### config.mk
export PLATFORM = sky130hd
export DESIGN_NAME = intr_req_sched
export DESIGN_NICKNAME = d
export VERILOG_FILES = /design/src/rtl/intr_req_sched.sv
export SDC_FILE = /design/constraint.sdc
export NUM_CORES = 1
export LEC_CHECK = 0
export CAP_MARGIN = 10
export CORE_UTILIZATION = 45
export CTS_CLUSTER_SIZE = 16
export DETAILED_ROUTE_END_ITERATION = 6
export GPL_ROUTABILITY_DRIVEN = 0
export MAX_ROUTING_LAYER = met4
export PLACE_DENSITY = 0.77
export SLEW_MARGIN = 40
export SYNTH_ARGS = -nofsm -noshare
export SYNTH_HDL_FRONTEND = slang
export SYNTH_SLANG_ARGS = --single-unit
### constraint.sdc
create_clock -name i_clk -period 4.4 [get_ports i_clk]
set_input_delay 1.32 -clock i_clk [delete_from_list [all_inputs] [get_ports i_clk]]
set_output_delay 1.32 -clock i_clk [all_outputs]
set_load 0.005 [all_outputs]
### src/rtl/intr_req_sched.sv
// rtl/intr_req_sched.sv - round-robin interrupt request scheduler with grant timeout
// Optional post-grant coalescing hold-off is compiled in with INTR_SCHED_COALESCE_EN.

module intr_req_sched #(
    parameter int NSRC    = 4,
    parameter int VECW    = 5,
    parameter int TMO     = 255,
    parameter int HOLDOFF = 16
) (
    input  logic                 i_clk,
    input  logic                 i_rst,
    input  logic [NSRC-1:0]      i_src_req,
    input  logic [NSRC*VECW-1:0] i_src_vec,
    output logic                 o_msi_req,
    output logic [VECW-1:0]      o_msi_vec,
    input  logic                 i_msi_grant,
    output logic [NSRC-1:0]      o_pending,
    output logic                 o_busy,
    output logic [7:0]           o_tmo_cnt
);

    localparam int              PW       = $clog2(NSRC);
    localparam logic [PW-1:0]   RR_RST   = PW'(NSRC - 1);
    localparam logic [15:0]     TMO_LAST = 16'(TMO - 1);

`ifdef INTR_SCHED_COALESCE_EN
    localparam logic [15:0]     HOLD_LAST = 16'(HOLDOFF - 1);
    typedef enum logic [1:0] {
        ST_IDLE = 2'd0,
        ST_REQ  = 2'd1,
        ST_HOLD = 2'd2
    } state_t;
`else
    typedef enum logic [1:0] {
        ST_IDLE = 2'd0,
        ST_REQ  = 2'd1
    } state_t;
`endif

    state_t            state_q, state_d;
    logic [NSRC-1:0]   src_q;
    logic [NSRC-1:0]   pending_q, pending_d;
    logic [NSRC-1:0]   clr;
    logic [PW-1:0]     rr_ptr_q, rr_ptr_d;
    logic [PW-1:0]     sel_q, sel_d;
    logic [VECW-1:0]   vec_q, vec_d;
    logic [15:0]       wait_q, wait_d;
    logic [7:0]        tmo_cnt_q, tmo_cnt_d;
    logic              arb_found;
    logic [PW-1:0]     arb_idx;
    logic [PW-1:0]     cand;

`ifdef INTR_SCHED_COALESCE_EN
    logic [15:0]       hold_q, hold_d;
`else
    logic              unused_holdoff;
    assign unused_holdoff = (HOLDOFF > 0);
`endif

    // First pending source strictly after rr_ptr, wrapping around.
    always_comb begin
        arb_found = 1'b0;
        arb_idx   = '0;
        cand      = '0;
        for (int k = 1; k <= NSRC; k++) begin
            cand = PW'((int'(rr_ptr_q) + k) % NSRC);
            if (!arb_found && pending_q[cand]) begin
                arb_found = 1'b1;
                arb_idx   = cand;
            end
        end
    end

    always_comb begin
        state_d   = state_q;
        sel_d     = sel_q;
        vec_d     = vec_q;
        wait_d    = wait_q;
        rr_ptr_d  = rr_ptr_q;
        tmo_cnt_d = tmo_cnt_q;
        clr       = '0;
`ifdef INTR_SCHED_COALESCE_EN
        hold_d    = hold_q;
`endif
        case (state_q)
            ST_IDLE: begin
                if (arb_found) begin
                    sel_d   = arb_idx;
                    vec_d   = i_src_vec[arb_idx*VECW +: VECW];
                    wait_d  = '0;
                    state_d = ST_REQ;
                end
            end
            ST_REQ: begin
                if (i_msi_grant) begin
                    clr[sel_q] = 1'b1;
                    rr_ptr_d   = sel_q;
`ifdef INTR_SCHED_COALESCE_EN
                    hold_d     = '0;
                    state_d    = ST_HOLD;
`else
                    state_d    = ST_IDLE;
`endif
                end else if (wait_q == TMO_LAST) begin
                    rr_ptr_d = sel_q;
                    if (tmo_cnt_q != 8'hFF) begin
                        tmo_cnt_d = tmo_cnt_q + 8'd1;
                    end
                    state_d = ST_IDLE;
                end else begin
                    wait_d = wait_q + 16'd1;
                end
            end
`ifdef INTR_SCHED_COALESCE_EN
            ST_HOLD: begin
                if (hold_q == HOLD_LAST) begin
                    state_d = ST_IDLE;
                end else begin
                    hold_d = hold_q + 16'd1;
                end
            end
`endif
            default: state_d = ST_IDLE;
        endcase
    end

    // A new event in the grant cycle (raw or already sampled) keeps the flag set.
    assign pending_d = (pending_q & ~(clr & ~i_src_req)) | src_q;

    always_ff @(posedge i_clk) begin
        if (i_rst) begin
            state_q   <= ST_IDLE;
            src_q     <= '0;
            pending_q <= '0;
            rr_ptr_q  <= RR_RST;
            sel_q     <= '0;
            vec_q     <= '0;
            wait_q    <= '0;
            tmo_cnt_q <= '0;
`ifdef INTR_SCHED_COALESCE_EN
            hold_q    <= '0;
`endif
        end else begin
            state_q   <= state_d;
            src_q     <= i_src_req;
            pending_q <= pending_d;
            rr_ptr_q  <= rr_ptr_d;
            sel_q     <= sel_d;
            vec_q     <= vec_d;
            wait_q    <= wait_d;
            tmo_cnt_q <= tmo_cnt_d;
`ifdef INTR_SCHED_COALESCE_EN
            hold_q    <= hold_d;
`endif
        end
    end

    assign o_msi_req = (state_q == ST_REQ);
    assign o_msi_vec = o_msi_req ? vec_q : '0;
    assign o_pending = pending_q;
    assign o_busy    = (state_q != ST_IDLE);
    assign o_tmo_cnt = tmo_cnt_q;

endmodule

==> run metrics, run 1 <==
GRT overflow 0; DR WL/cell approximately 14 µm; Starting Density 47.2%; Post-DP HPWL ~3300 µm; count of input and output buffers 45; Clock Pin Slew Worst Setup and Hold Paths 80 ps; RSZ-0062 raised after global routing false; R2R depth 6; clock buffer depth 2; min-delay src src_q[3]; most common cell in the netlist dfxtp_1; setup bufs post-CTS 0; mapped cell area 2070 µm²; number of synthesized flops with an enable pin 0; dpl ws 984 ps; Worst-Margin Slew 790 ps; top post-synthesis cells by area dfxtp_1 41%, mux2i_1 6.3%, nor2_1 6.2%, xor2_1 5.1%, nand3_1 3.1%; hold crit path type flip-flop to flip-flop; final setup margin 1300 ps; root cell of the clock tree clkbuf_8; post-synth top area share 40.7%; hold path depth 2; IO Pins 46; global-route wire length before repair 7980 µm; DRC Markers 0; clock sinks 42; vias in the first global route 1755; CP required approximately 4600 ps; Site Rows 24; Final period util 70.6%; antenna cells 0; vias per cell about 5.6; detailed-router iteration count before antenna repair 5; P&R area growth vs syn 28.9%; top post-synthesis cells by count 42 x dfxtp_1, 34 x nor2_1, 13 x mux2i_1, 13 x nand3_1; sequential area share after synthesis 40.7%; H-tree levels 2; Core Region between 4000 and 5000 µm²; vias 1863; Post-CTS Hold Fix Bufs 0; FFs w/ async S/R, synth 0%; Slew Viols, Final 0; clk_lat worst skew 300 ps; reg2reg end o_tmo_cnt[5]; worst path arrival time 3340 ps; Pleak 0.913 nW; most frequently used flop master after synthesis dfxtp_1; final WL 4640 µm; CP Max Fanout 6; worst vdd rail ir drop 188 µV; status finished clean; Slowest-stage cell, CP clkdlybuf4s50_1; Die X 69.8 µm; synth warn 0; die area 4870 µm²; CP Launch Type primary input; Final ANT Viol Nets 0; max-cap violation count 0; Die Span Y 69.8 µm; min Tclk post-route 3100 ps; Hold EP o_pending[3]; r2r startpoint wait_q[1]; area leader, netlist dfxtp_1; post-route setup TNS 0 ps; setup violators final 0; net count after synthesis 268; Synth Instances ~240; Synth Register Bits 42; initial antenna violation count 0; Mean Syn Cell Area 8.69 µm²; Power Density 316 nW/µm²; crit-path cells clkdlybuf4s50_1 > nand2b_1 > a41o_1 > or3_1 > or4_1 > a21oi_1; max_slew headroom 46.7%; largest net degree at the start of global routing 25; All-Layer GR Usage a little over a fifth; Fmax 0.322 GHz; Resized Gates After CTS 0; TritonCTS Buffers 5; crit end category flip-flop; initial DRC count 84; post-synth cell types 39; WS Path Type primary input to flip-flop; nets@finish 311; slowest stage delay, CP 500 ps; layout cells sized above 1 under 10%; reg2reg setup slack 1930 ps; CTS tree done; Final Hold Fails 0; clock skew 5.89 ps
[cell type report]
type	count	area (µm²)
clock buffers	6	72.6
clock inverters	2	37.5
repair buffers	47	465
well taps	52	65.1
flip-flops and latches	42	841
multi-input cells	180	1170
fillers	380	1720
inverters	5	18.8
[routing by layer]
metal / vias up / routed length (µm) / GRT usage [%]
met4: 0 / 82 / 8.44
met3: 8 / 209 / 4.80
li1: 951 / - / -
met5: - / 0 / -
met2: 41 / 2200 / 34.2
met1: 863 / 2150 / 24.6
[report_power, final]
part / internal, W / switching, W / total (W)
Clock: 0.000169 / 0.000135 / 0.000304
Sequential: 0.000397 / 0.0000181 / 0.000415
Combinational: 0.0000642 / 0.0000595 / 0.000124
Total: 0.000631 / 0.000213 / 0.000843
[state kept, by name, indices dropped and copies added (netlist names)]
| name | cells |
|---|---|
| o_pending | 4 |
| o_tmo_cnt | 8 |
| vec_q | 5 |
| state_q | 1 |
| rr_ptr_q | 2 |
| src_q | 4 |
| sel_q | 2 |
| wait_q | 16 |
[cells in the final DEF (no fill, tap or decap), types with 2 or more instances in the layout]
cell / n
nor4_1: 6
o31ai_1: 2
or4_1: 2
xor2_1: 12
o21a_1: 2
o221ai_1: 6
or3_1: 4
o21ai_0: 3
nand2b_1: 4
a21oi_1: 11
nor2b_1: 6
buf_4: 2
clkbuf_8: 5
dfxtp_1: 42
o2111ai_1: 6
and2_1: 6
mux2i_1: 13
inv_1: 5
nor2_1: 34
clkdlybuf4s50_1: 45
nand4_1: 4
nand2_1: 10
and3_1: 3
o211ai_1: 8
nor3_1: 5
nand3_1: 13
ha_1: 3
xnor2_1: 5
[critical path: cells and delay by family]
family                 cells  cell delay (ps)
AND/OR/NAND/NOR            3             1070
buffers and inverters      1              500
AO/OA/AOI/OAI              2              450
[per-stage QoR]
step / hold WS (ps) / std cells / utilization [%] / total power (W) / cell area (µm²)
final: 444 / 334 / 60.8 / 0.000843 / 2670
after global routing: 480 / 334 / 60.8 / 0.000881 / 2670
after global placement: 414 / 326 / 58.2 / 0.000544 / 2550
after CTS: 445 / 334 / 60.8 / 0.000849 / 2670
after floorplan: 413 / 238 / - / 0.000491 / 2070
after detailed placement: 424 / 326 / 58.3 / 0.000548 / 2560
[cells by family (layout without fill, tap and decap cells)]
family | count (synthesis) | count (layout) | synth area share, %
xor+xnor | 17 | 17 | 7.20
simple gates | 101 | 101 | 25.1
fa+ha+maj | 3 | 3 | 1.82
compound gates | 46 | 46 | 15.8
flops | 42 | 42 | 40.7
mux | 13 | 13 | 6.29
buf+inv | 16 | 60 | 3.15
[worst max-delay path by stage]
| stage | cells past startpoint | to | slack (ps) | start |
|---|---|---|---|---|
| floorplan | 5 | o_tmo_cnt[5] | 1680 | i_msi_grant |
| finish | 6 | o_tmo_cnt[5] | 1300 | i_msi_grant |
| detailed placement | 6 | o_tmo_cnt[5] | 980 | i_msi_grant |
| global route | 6 | o_tmo_cnt[5] | 1160 | i_msi_grant |
| global placement | 6 | o_tmo_cnt[5] | 1040 | i_msi_grant |
| CTS | 6 | o_tmo_cnt[5] | 1290 | i_msi_grant |
Note: power is estimated with default switching activity, not from simulation.
==> inputs of run 2 (changes only) <==
--- a/config.mk
+++ b/config.mk
@@ -11,7 +11,7 @@
 export DETAILED_ROUTE_END_ITERATION = 6
 export GPL_ROUTABILITY_DRIVEN = 0
 export MAX_ROUTING_LAYER = met4
-export PLACE_DENSITY = 0.77
+export PLACE_DENSITY = 0.79
 export SLEW_MARGIN = 40
 export SYNTH_ARGS = -nofsm -noshare
 export SYNTH_HDL_FRONTEND = slang
==> constraint.sdc (replaced) <==
create_clock -name i_clk -period 2.6 [get_ports i_clk]
set_input_delay 0.78 -clock i_clk [delete_from_list [all_inputs] [get_ports i_clk]]
set_output_delay 0.78 -clock i_clk [all_outputs]
set_load 0.005 [all_outputs]
==> run 2 against run 1 <==
Against the previous run:
- register-to-register slack got worse by 1400 ps
- worst hold slack gained 1.9 ps
- clock skew fell by 2.1 ps
- count of clock-buffer cells in the layout did not move
- critical path depth is the same
- utilization is 2.0 points higher
- die area unchanged
- flip-flop and latch count unchanged
- non-clock buffer count grew 12
- routed wire length shrank 0.99%
- final cell count increased by 3.3%
- first-iteration DRC count increased by 20%
- critical path type unchanged
- largest cell class unchanged
==> run metrics, run 2 (synthesis results as in run 1) <==
Non-Filler Instances 345 (was 334); Placed Cells 338 (was 326); setup bufs post-CTS 0 (unchanged); initial antenna violation count 0 (unchanged); antenna cells 0 (unchanged); min Tclk post-route approximately 2400 ps; All-Layer GR Usage 21.0% (was 20.9%); slowest stage delay, CP 480 ps (was 500 ps); clock buffer depth 2 (unchanged); crit end category flip-flop (unchanged); clock skew 3.80 ps (was 5.89 ps); Largest register FFs 16 (unchanged); final WL 4590 µm (was 4640 µm); vias in the first global route 1838 (was 1755); Site Rows 24 (unchanged); Final ANT Viol Nets 0 (unchanged); Power Density 526 nW/µm² (was 316 nW/µm²); vias per cell 5.63 (was 5.58); commonest cells after routing, fill and taps aside 45 x clkdlybuf4s50_1, 42 x dfxtp_1, 34 x nor2_1 (unchanged); vias 1941 (was 1863); fin util 62.8% (was 60.8%); Flop pwr share 48.4% (was 49.2%); final total power 0.00145 W (was 0.000843 W); Die X 69.8 µm (unchanged); status finished clean (unchanged); Die Span Y 69.8 µm (unchanged); dpl ws -66.0 ps (was 984 ps); WS Path Type primary input to flip-flop (unchanged); Clock Pin Slew Worst Setup and Hold Paths 70 ps (was 80 ps); Slowest-stage cell, CP or4_1 (was clkdlybuf4s50_1); P&R area growth vs syn 33.2% (was 28.9%); clock sinks 42 (unchanged); initial DRC count 101 (was 84); max_slew headroom 70.9% (was 46.7%); Switching Share 23.9% (was 25.2%); post-layout instance area 2760 µm² (was 2670 µm²); Internal Power 0.00110 W (was 0.000631 W); Final Hold Fails 0 (unchanged); RSZ-0062 raised after global routing false (unchanged); Pleak 0.973 nW (was 0.913 nW); Worst-Margin Slew 436 ps (was 790 ps); Starting Density 47.2% (unchanged); count of input and output buffers 45 (unchanged); die area 4870 µm² (unchanged); commonest non-fill, non-tap cell in the layout clkdlybuf4s50_1 (unchanged); CP Max Fanout 3 (was 6); GRT overflow 0 (unchanged); Core Region 4380 µm² (unchanged); DR WL/cell 13.3 µm (was 13.9 µm); detailed-router iteration count before antenna repair 4 (was 5); Psw 0.000346 W (was 0.000213 W); Top reg by flops wait_q (unchanged); Final period util about nine tenths; Resized Gates After CTS 0 (unchanged); hold crit path type flip-flop to flip-flop (unchanged); worst vdd rail ir drop 464 µV (was 188 µV); nets@finish 323 (was 311); root cell of the clock tree clkbuf_8 (unchanged); final setup margin 223 ps (was 1300 ps); Fillers 395 (was 380); H-tree levels 2 (unchanged); largest net degree at the start of global routing 19 (was 25); CTS tree done (unchanged); TritonCTS Buffers 5 (unchanged); crit-path cells clkdlybuf4s50_1 > nand2b_1 > a41o_1 > or3_1 > or4_1 > a21oi_1 (unchanged); worst path arrival time 2610 ps (was 3340 ps); setup violators final 0 (unchanged); global-route wire length before repair 8100 µm (was 7980 µm); Fmax 0.421 GHz; Logic pwr share 15.5% (was 14.7%); clock share of power 36.1% (about the same); Post-DP HPWL 3300 µm (was 3350 µm); CP required 2830 ps (was 4640 ps); CP Launch Type primary input (unchanged); IO Pins 46 (unchanged); max-cap violation count 0 (unchanged); layout cells sized above 1 8.19% (was 4.61%); Placed Area 2640 µm² (was 2560 µm²); Slew Viols, Final 0 (unchanged); DRC Markers 0 (unchanged); clk_lat worst skew 300 ps (about the same); Post-CTS Hold Fix Bufs 0 (unchanged)
[run 2: cell count changes in the layout (fill, tap and decap cells not counted)]
cell	delta
buf_4	+12
a21oi_1	+1
a21oi_2	-1
clkbuf_1	-1
clkbuf_8	+1
clkinvlp_4	-1
[run 2: path summary, 6_finish.rpt]
path | slack [ps] | startpoint | end | depth (start not counted)
worst max-delay path | 220 | i_msi_grant | o_tmo_cnt[5] | 6
worst max register to register | 520 | wait_q[0] | o_tmo_cnt[5] | 7
worst min register to register | 450 | src_q[3] | o_pending[3] | 2
worst min-delay path | 450 | src_q[3] | o_pending[3] | 2
[run 2: critical path, delay by kind of cell]
kind            cells  cell delay [ps]
compound gates      2              380
buf+inv             1              440
simple gates        3             1000
[run 2: per-stage QoR]
step / hold slack [ps] / TNS, ps
6_report: 446 / 0
5_1_grt: 469 / 0
4_1_cts: 450 / 0
3_5_place_dp: 431 / -66.0
3_3_place_gp: 415 / -34.3
2_1_floorplan: 413 / 0
[run 2: layer usage]
metal | vias up | wire, µm | track usage (%)
met5 | - | 0 | -
met4 | 0 | 55 | 9.33
met3 | 6 | 265 | 4.94
met2 | 47 | 2170 | 33.1
met1 | 915 | 2100 | 25.5
li1 | 973 | - | -
[run 2: layout make-up]
| cell class | count | area, µm² | share of cell area, % |
|---|---|---|---|
| Tap cell | 52 | 65.1 | 2.36 |
| Clock buffer | 6 | 82.6 | 3.00 |
| Sequential cell | 42 | 841 | 30.5 |
| Multi-Input combinational cell | 180 | 1160 | 42.2 |
| Timing Repair Buffer | 59 | 556 | 20.2 |
| Clock inverter | 1 | 30.0 | 1.09 |
| Inverter | 5 | 18.8 | 0.681 |
[run 2: power by group through the flow]
stage	registers (W)	clock network (W)	logic (W)
after floorplan	0.000706	0	0.000125
after global placement	0.000715	0	0.000222
after detailed placement	0.000716	0	0.000223
after CTS	0.000701	0.000527	0.000225
after global routing	0.000706	0.000557	0.000246
final	0.000700	0.000523	0.000224
